File: config.mk
export PLATFORM = sky130hd
export DESIGN_NAME = sprite_draw
export DESIGN_NICKNAME = d
export VERILOG_FILES = /design/src/rtl/sprite_draw.sv
export SDC_FILE = /design/constraint.sdc
export NUM_CORES = 1
export LEC_CHECK = 0
export BUFFER_PORTS_ARGS = -buffer_cell sky130_fd_sc_hd__clkbuf_2
export CAP_MARGIN = 20
export CORE_ASPECT_RATIO = 0.75
export CORE_MARGIN = 3
export CORE_UTILIZATION = 40
export CTS_CLUSTER_SIZE = 40
export DETAILED_ROUTE_END_ITERATION = 6
export HOLD_SLACK_MARGIN = 0.05
export SLEW_MARGIN = 30
export SYNTH_ARGS = -nofsm -noshare
export SYNTH_HDL_FRONTEND = slang
export SYNTH_SLANG_ARGS = --single-unit
File: constraint.sdc
create_clock -name i_clk_pix -period 4.29 [get_ports i_clk_pix]
set_input_delay 0.429 -clock i_clk_pix [delete_from_list [all_inputs] [get_ports i_clk_pix]]
set_output_delay 0.429 -clock i_clk_pix [all_outputs]
set_load 0.03 [all_outputs]
File: src/rtl/sprite_draw.sv
// Per-scanline sprite reader: turns the latched sprite position/flags into a
// ROM address stream and draw strobe aligned with the display beam.
module sprite_draw #(
  parameter  int SPR_WIDTH   = 19,
  parameter  int SPR_HEIGHT  = 27,
  parameter  int SPR_FRAMES  = 3,
  parameter  int SPR_SCALE_X = 2,
  parameter  int SPR_SCALE_Y = 2,
  parameter  int ANIM_DIV    = 8,
  parameter  int CORDW       = 16,
  localparam int SPR_ADDRW   = $clog2(SPR_WIDTH*SPR_HEIGHT*SPR_FRAMES)
) (
  input  logic                    i_clk_pix,
  input  logic                    i_rst_n,
  input  logic                    i_frame,
  input  logic                    i_line,
  input  logic signed [CORDW-1:0] i_sx,
  input  logic signed [CORDW-1:0] i_sy,
  input  logic signed [CORDW-1:0] i_sprx,
  input  logic signed [CORDW-1:0] i_spry,
  input  logic                    i_face_left,
  input  logic                    i_walking,
  input  logic                    i_jumping,
  output logic [SPR_ADDRW-1:0]    o_rom_addr,
  output logic                    o_drawing
);

  localparam int COLW  = (SPR_WIDTH > 1) ? $clog2(SPR_WIDTH) : 1;
  localparam int ROWW  = (SPR_HEIGHT > 1) ? $clog2(SPR_HEIGHT) : 1;
  localparam int SUBW  = (SPR_SCALE_X > 1) ? $clog2(SPR_SCALE_X) : 1;
  localparam int FSELW = (SPR_FRAMES > 1) ? $clog2(SPR_FRAMES) : 1;
  localparam int ANIMW = (ANIM_DIV > 1) ? $clog2(ANIM_DIV) : 1;
  localparam int YSH   = $clog2(SPR_SCALE_Y);
  localparam logic signed [CORDW:0] DY_MAX = (CORDW+1)'(SPR_HEIGHT*SPR_SCALE_Y);

  typedef enum logic [1:0] {IDLE, LINE_CHK, WAIT_POS, DRAW} state_t;

  state_t                  state;
  logic signed [CORDW-1:0] sprx, spry;
  logic                    face_left;
  logic [FSELW-1:0]        frame_sel;
  logic [ANIMW-1:0]        anim_cnt;
  logic                    walk_phase;
  logic signed [CORDW:0]   dy;
  logic [SPR_ADDRW-1:0]    line_base;
  logic [COLW-1:0]         col;
  logic [SUBW-1:0]         sub_x;

  logic [FSELW-1:0]        sel_next;
  logic signed [CORDW-1:0] spry_cur;
  logic [ROWW-1:0]         row_c;
  logic [SPR_ADDRW-1:0]    line_base_c;
  logic [COLW-1:0]         col_next, c_start, c_next;
  logic                    sx_hit, dy_ok;

  // spry_cur lets a line pulse coinciding with a frame pulse use the new position
  always_comb begin
    sel_next    = i_jumping ? FSELW'(2) : ((i_walking && walk_phase) ? FSELW'(1) : FSELW'(0));
    spry_cur    = i_frame ? i_spry : spry;
    dy_ok       = (dy >= 0) && (dy < DY_MAX);
    row_c       = ROWW'(dy >>> YSH);
    line_base_c = SPR_ADDRW'(frame_sel) * SPR_ADDRW'(SPR_WIDTH*SPR_HEIGHT)
                + SPR_ADDRW'(row_c) * SPR_ADDRW'(SPR_WIDTH);
    col_next    = col + COLW'(1);
    c_start     = face_left ? COLW'(SPR_WIDTH-1) : '0;
    c_next      = face_left ? COLW'(SPR_WIDTH-1) - col_next : col_next;
    sx_hit      = ({i_sx[CORDW-1], i_sx} == ({sprx[CORDW-1], sprx} - (CORDW+1)'(2)));
  end

  // Per-frame latch of sprite state and the walk animation divider
  always_ff @(posedge i_clk_pix) begin
    if (!i_rst_n) begin
      sprx       <= '0;
      spry       <= '0;
      face_left  <= 1'b0;
      frame_sel  <= '0;
      anim_cnt   <= '0;
      walk_phase <= 1'b0;
    end else if (i_frame) begin
      sprx      <= i_sprx;
      spry      <= i_spry;
      face_left <= i_face_left;
      frame_sel <= sel_next;
      if (!i_walking) begin
        anim_cnt   <= '0;
        walk_phase <= 1'b0;
      end else if (anim_cnt == ANIMW'(ANIM_DIV-1)) begin
        anim_cnt   <= '0;
        walk_phase <= ~walk_phase;
      end else begin
        anim_cnt <= anim_cnt + ANIMW'(1);
      end
    end
  end

  // Line FSM; DRAW is entered one cycle early so ROM data lands on i_sx == sprx
  always_ff @(posedge i_clk_pix) begin
    if (!i_rst_n) begin
      state      <= IDLE;
      o_drawing  <= 1'b0;
      o_rom_addr <= '0;
      dy         <= '0;
      line_base  <= '0;
      col        <= '0;
      sub_x      <= '0;
    end else if (i_line) begin
      state     <= LINE_CHK;
      o_drawing <= 1'b0;
      dy        <= {i_sy[CORDW-1], i_sy} - {spry_cur[CORDW-1], spry_cur};
    end else begin
      case (state)
        IDLE: ;
        LINE_CHK: begin
          if (dy_ok) begin
            line_base <= line_base_c;
            state     <= WAIT_POS;
          end else begin
            state <= IDLE;
          end
        end
        WAIT_POS: begin
          if (sx_hit) begin
            state      <= DRAW;
            col        <= '0;
            sub_x      <= '0;
            o_drawing  <= 1'b1;
            o_rom_addr <= line_base + SPR_ADDRW'(c_start);
          end
        end
        DRAW: begin
          if (sub_x == SUBW'(SPR_SCALE_X-1)) begin
            if (col == COLW'(SPR_WIDTH-1)) begin
              o_drawing <= 1'b0;
              state     <= IDLE;
            end else begin
              col        <= col_next;
              sub_x      <= '0;
              o_rom_addr <= line_base + SPR_ADDRW'(c_next);
            end
          end else begin
            sub_x <= sub_x + SUBW'(1);
          end
        end
        default: state <= IDLE;
      endcase
    end
  end

endmodule

## After elaboration in Yosys (flattened, before gate mapping)

Index checks and enable logic that the tools add are counted.
W data, S select, Z words.

- Bits in registers: 87
- Bits of input ports: 71
- Output and inout bits: 12
- Logic and storage cells: 88

- Add/subtract/negate cells: 9
- Multiply operators: 2
- Order comparisons: 2
- Equal/unequal tests: 14
- Multiplexer cells: 31
- Bitwise gates (word level): 3
- Reductions and logical operators: 13

Operator list:

| cell | count |
|---|---|
| $mux W11 | 3 |
| $mux W5 | 5 |
| $add A11 B5 Y11 | 2 |
| $pmux W11 S2 | 1 |
| $eq A17 B17 Y1 | 1 |
| $ge A17 B1 Y1 const B | 1 |
| $lt A17 B7 Y1 const B | 1 |
| $sub A16 B16 Y17 | 1 |
| $sub A16 B3 Y17 const B | 1 |
| $mux W16 | 1 |
| $reduce_and A4 Y1 | 3 |
| $add A11 B10 Y11 | 1 |
| $mul A2 B10 Y11 const B | 1 |
| $mul A5 B5 Y10 const B | 1 |
| $mux W1 | 10 |
| $mux W2 | 5 |
| $pmux W5 S2 | 1 |
| $ne A3 B3 Y1 const B | 3 |
| $ne A2 B2 Y1 const B | 4 |
| $mux W3 | 2 |
| $pmux W2 S3 | 1 |
| $reduce_and A3 Y1 | 2 |
| $add A5 B1 Y5 const B | 1 |
| $eq A5 B5 Y1 const B | 1 |
| 16 further kinds | 21 |

## Longest topological paths before layout

- Depth in word-level cells: 7
- Gate-level depth with buffers: 14
- Gate-level depth less buffers: 14

## Worst setup path before layout

No wires, ideal clock.

- Kind: in2reg
- From: in i_frame
- To: reg dy[15]
- Library setup time: 122 ps
- Arrival time: 3,145 ps
- Required time: 4,168 ps
- Setup slack: 1,023 ps
- Stages: 11
- Path buffers: 2
- Path through: clkbuf_1 > clkbuf_1 > mux2i_1 > ha_1 > or2_2 > a21oi_1 > a31oi_1 > a2111oi_0 > a21oi_1 > xnor2_1 > o22ai_1

- Word-level cells in the longest chain between the ends: 2

Ends and longest elaborated chain:

| item | line | text |
|---|---|---|
| start, declared | 15 | `input logic i_frame,` |
| $mux W16 | - |  |
| $sub A16 B16 Y17 | 109 | `dy <= {i_sy[CORDW-1], i_sy} - {spry_cur[CORDW-1], spry_cur};` |
| end signal, assigned | 109 |  |
| end, declared | 44 | `logic signed [CORDW:0] dy;` |

Every way passes these cells.
A chain may end at the register's enable or synchronous reset.

## Worst setup path in the final report

- From: reg dy[4]
- To: reg line_base[9]

- Word-level cells in the longest chain between the ends: 3
- Elaborated cells between the ends (all ways): 6
- Those cells by class: add/sub: 1; mul: 1; order compare: 2; reduce/logical: 2

Ends and longest elaborated chain:

| item | line | text |
|---|---|---|
| branches (longest 3 deep; another with $add A11 B10 Y11) | - |  |
| end signal, assigned | 115 | `line_base <= line_base_c;` |
| end, declared | 45 | `logic [SPR_ADDRW-1:0] line_base;` |

Parallel ways; which one is timed is not known.

==> out/metrics.yaml <==
antenna_found_initial: 0
grt_pass1_wl_mm: 20.2
cp.arrival_ps: 3550
reg2reg_depth: 13
synth_common_cells: "86 x dfxtp_1, 62 x mux2i_1, 54 x ha_1"
rsz0062_at_grt: "false"
grt_pass1_vias: 4397
area_delta_synth_final_pct: 14.8
ios: 83
cp_num_cells: 13
first_pass_iters: 4
grt_use_total: 0.159
num_vias: 4555
startpoint_type: "flip-flop"
hold_viol_final: 0
grt_max_degree: 45
synth_edf_count: 0
seqPwrFrac: 0.413
cts_tree: "built"
end_kind: "flip-flop"
syn-cell-area_um2: 5660
clock_path_buffers: 2
grt_overflow: 0
synthTopCellsByArea: "dfxtp_1 30%, ha_1 12%, mux2i_1 11%"
yosysMostFrequentCell: "dfxtp_1"
slowest_delay_ps: 440
fin_crit_sh: 0.774
async_flop_share: 0
synth_cell_type_count: 58
avgViaCountPerCell: 5.20
critPathMaxFanout: 6
numPortBuffers: 82
setup_tns_ps: 0
fmax_ghz: 0.301
clkPwrFrac: 0.383
max-slew-margin-rel: 0.439
layout.nets: 830
antennaDiodeCount: 0
synth.avg_cell_area_um2: 8.96
ctsResizeCount: 0
start_util: 0.421
powerDensity_nw_per_um2: 328
wl_per_cell_um: 13.8
yosysTopAreaCell: "dfxtp_1"
crit_top_cell: "ha_1"
maxSlewViolCount: 0
period_needed_ps: 3320
drtIter0Drc: 237
hold_class: "in2reg"
die-area_um2: 15600
path_class: "reg2reg"
ys_seq_elements: 86
leakage_nw: 2.92
pwr-share-comb: 0.204
skew_ps: 7.63
drc: 0
critPathTopFamily: "adder cells"
crit_buf_inv: 1
required_ps: 4520
cts_setup_buffers: 0
totalPowerFinal_w: 0.00213
clk_pin_slew_worst_paths_ps: 60
cts_made_buffers: 9
dieHeight_um: 109
hpwl_mm: 9.21
root_buffer: "clkbuf_16"
r2r_setup_slack_ps: 970
ys_seq_area_frac: 0.304
critical_path.slowest_cell: "dfxtp_1"
hold-path-cell-count: 3
cp_cell_sequence: "inv_1 -> ha_1 -> ha_1 -> ha_1 -> ha_1 -> ha_1 -> a31o_2 -> a21o_1 -> a21oi_1 -> o21ai_0 -> xnor2_1 -> o21ai_0 -> and2_1"
ir_drop_mv: 0.225
detail-route-antenna-nets: 0
hold_buffers: 0
clk_latency_ps: 340
synthesis.nets: 760
setup-violations-final: 0
syn_inst: 631
routabilityCongestion: 0.805
core-area_um2: 13400
worst_slew_pin_slew_ps: 841
h-tree-depth: 3
die_w_um: 143
intPower_w: 0.00156
wl_mm: 12.1
status: "finished clean"
synth_top_area_share: 0.304
synth_warnings: 0
p_sw_w: 0.000575
rows: 36
cap_violations: 0
swShare: 0.270
cts_sinks: 86
synth-main-ff-cell: "dfxtp_1"
final_layout_size_suffix_gt1_frac: 0.165
layer usage:
layer	track usage	share of wire	up-vias	wire length [µm]
met2	0.261	0.46	70	5570
met1	0.210	0.49	2109	5860
li1	-	-	2362	-
met5	0	0	-	0
met3	0.0342	0.038	14	456
met4	0.0497	0.014	0	170
power by group through the flow:
stage | Sequential, W | Combinational, W | Clock (W)
floorplan | 0.000881 | 0.000338 | 0
global placement | 0.000895 | 0.000428 | 0
detailed placement | 0.000897 | 0.000436 | 0
CTS | 0.000879 | 0.000440 | 0.000848
global route | 0.000885 | 0.000496 | 0.000872
finish | 0.000879 | 0.000434 | 0.000816
path summary, 6_finish.rpt:
| path | from | end |
|---|---|---|
| setup reg to reg | dy[4]$_SDFFE_PN0P_ | line_base[9]$_SDFFE_PN0P_ |
| setup / recovery | dy[4]$_SDFFE_PN0P_ | line_base[9]$_SDFFE_PN0P_ |
| hold reg to reg | o_rom_addr[9]$_SDFFE_PN0P_ | o_rom_addr[9]$_SDFFE_PN0P_ |
| hold / removal | i_sprx[8] | sprx[8]$_SDFFE_PN0P_ |
area by class of cell:
type / instances / area (µm²)
flip-flops and latches: 86 / 1720
well taps: 171 / 214
clock buffers: 11 / 233
clock inverters: 4 / 72.6
repair buffers: 85 / 433
inverters: 25 / 93.8
multi-input cells: 494 / 3720
fillers: 1296 / 6930
placed cells by master, fill, tap and decap left out, types with 9 or more instances in the layout:
cell,instances
dfxtp_1,86
clkbuf_2,82
mux2i_1,62
ha_1,54
nand2_1,53
nor2b_1,47
nor2_1,30
o21ai_0,29
xnor2_1,28
inv_1,25
a21oi_1,24
xor2_1,16
nand2b_1,11
and2_1,11
nor3_1,10
nand3_1,9
nand3b_1,9
nor4_1,9
clkbuf_16,9
worst register-to-register path, delay by kind of cell, from the launching register on:
family | cells | cell delay [ps]
fa+ha+maj | 5 | 1510
compound gates | 5 | 850
flops | 1 | 440
simple gates | 1 | 180
xor+xnor | 1 | 160
buf+inv | 1 | 80
per-stage QoR:
stage | area [µm²] | cells | setup slack (ps) | hold WS (ps) | util
after global routing | 6490 | 876 | 685 | 347 | 0.484
after global placement | 6180 | 861 | 1050 | 446 | 0.461
after floorplan | 5660 | 631 | 1020 | 449 | -
after CTS | 6490 | 876 | 941 | 331 | 0.484
final | 6490 | 876 | 971 | 347 | 0.484
after detailed placement | 6180 | 861 | 941 | 450 | 0.461
state kept, by name, summed over array words and instances (netlist names), 2 cells and up:
signal,flops
dy,16
sprx,16
spry,16
line_base,11
o_rom_addr,11
col,5
anim_cnt,3
frame_sel,2
state,2
logic make-up after synthesis:
| family | after synthesis | synth area share |
|---|---|---|
| DFF | 86 | 0.304 |
| adders and majority gates | 58 | 0.134 |
| and+or+nand+nor | 221 | 0.218 |
| muxes | 66 | 0.118 |
| buffers and inverters | 51 | 0.0374 |
| xor gates and xnor gates | 44 | 0.0681 |
| AOI/OAI and AO/OA | 105 | 0.121 |
Note: power is estimated with default switching activity, not from simulation.
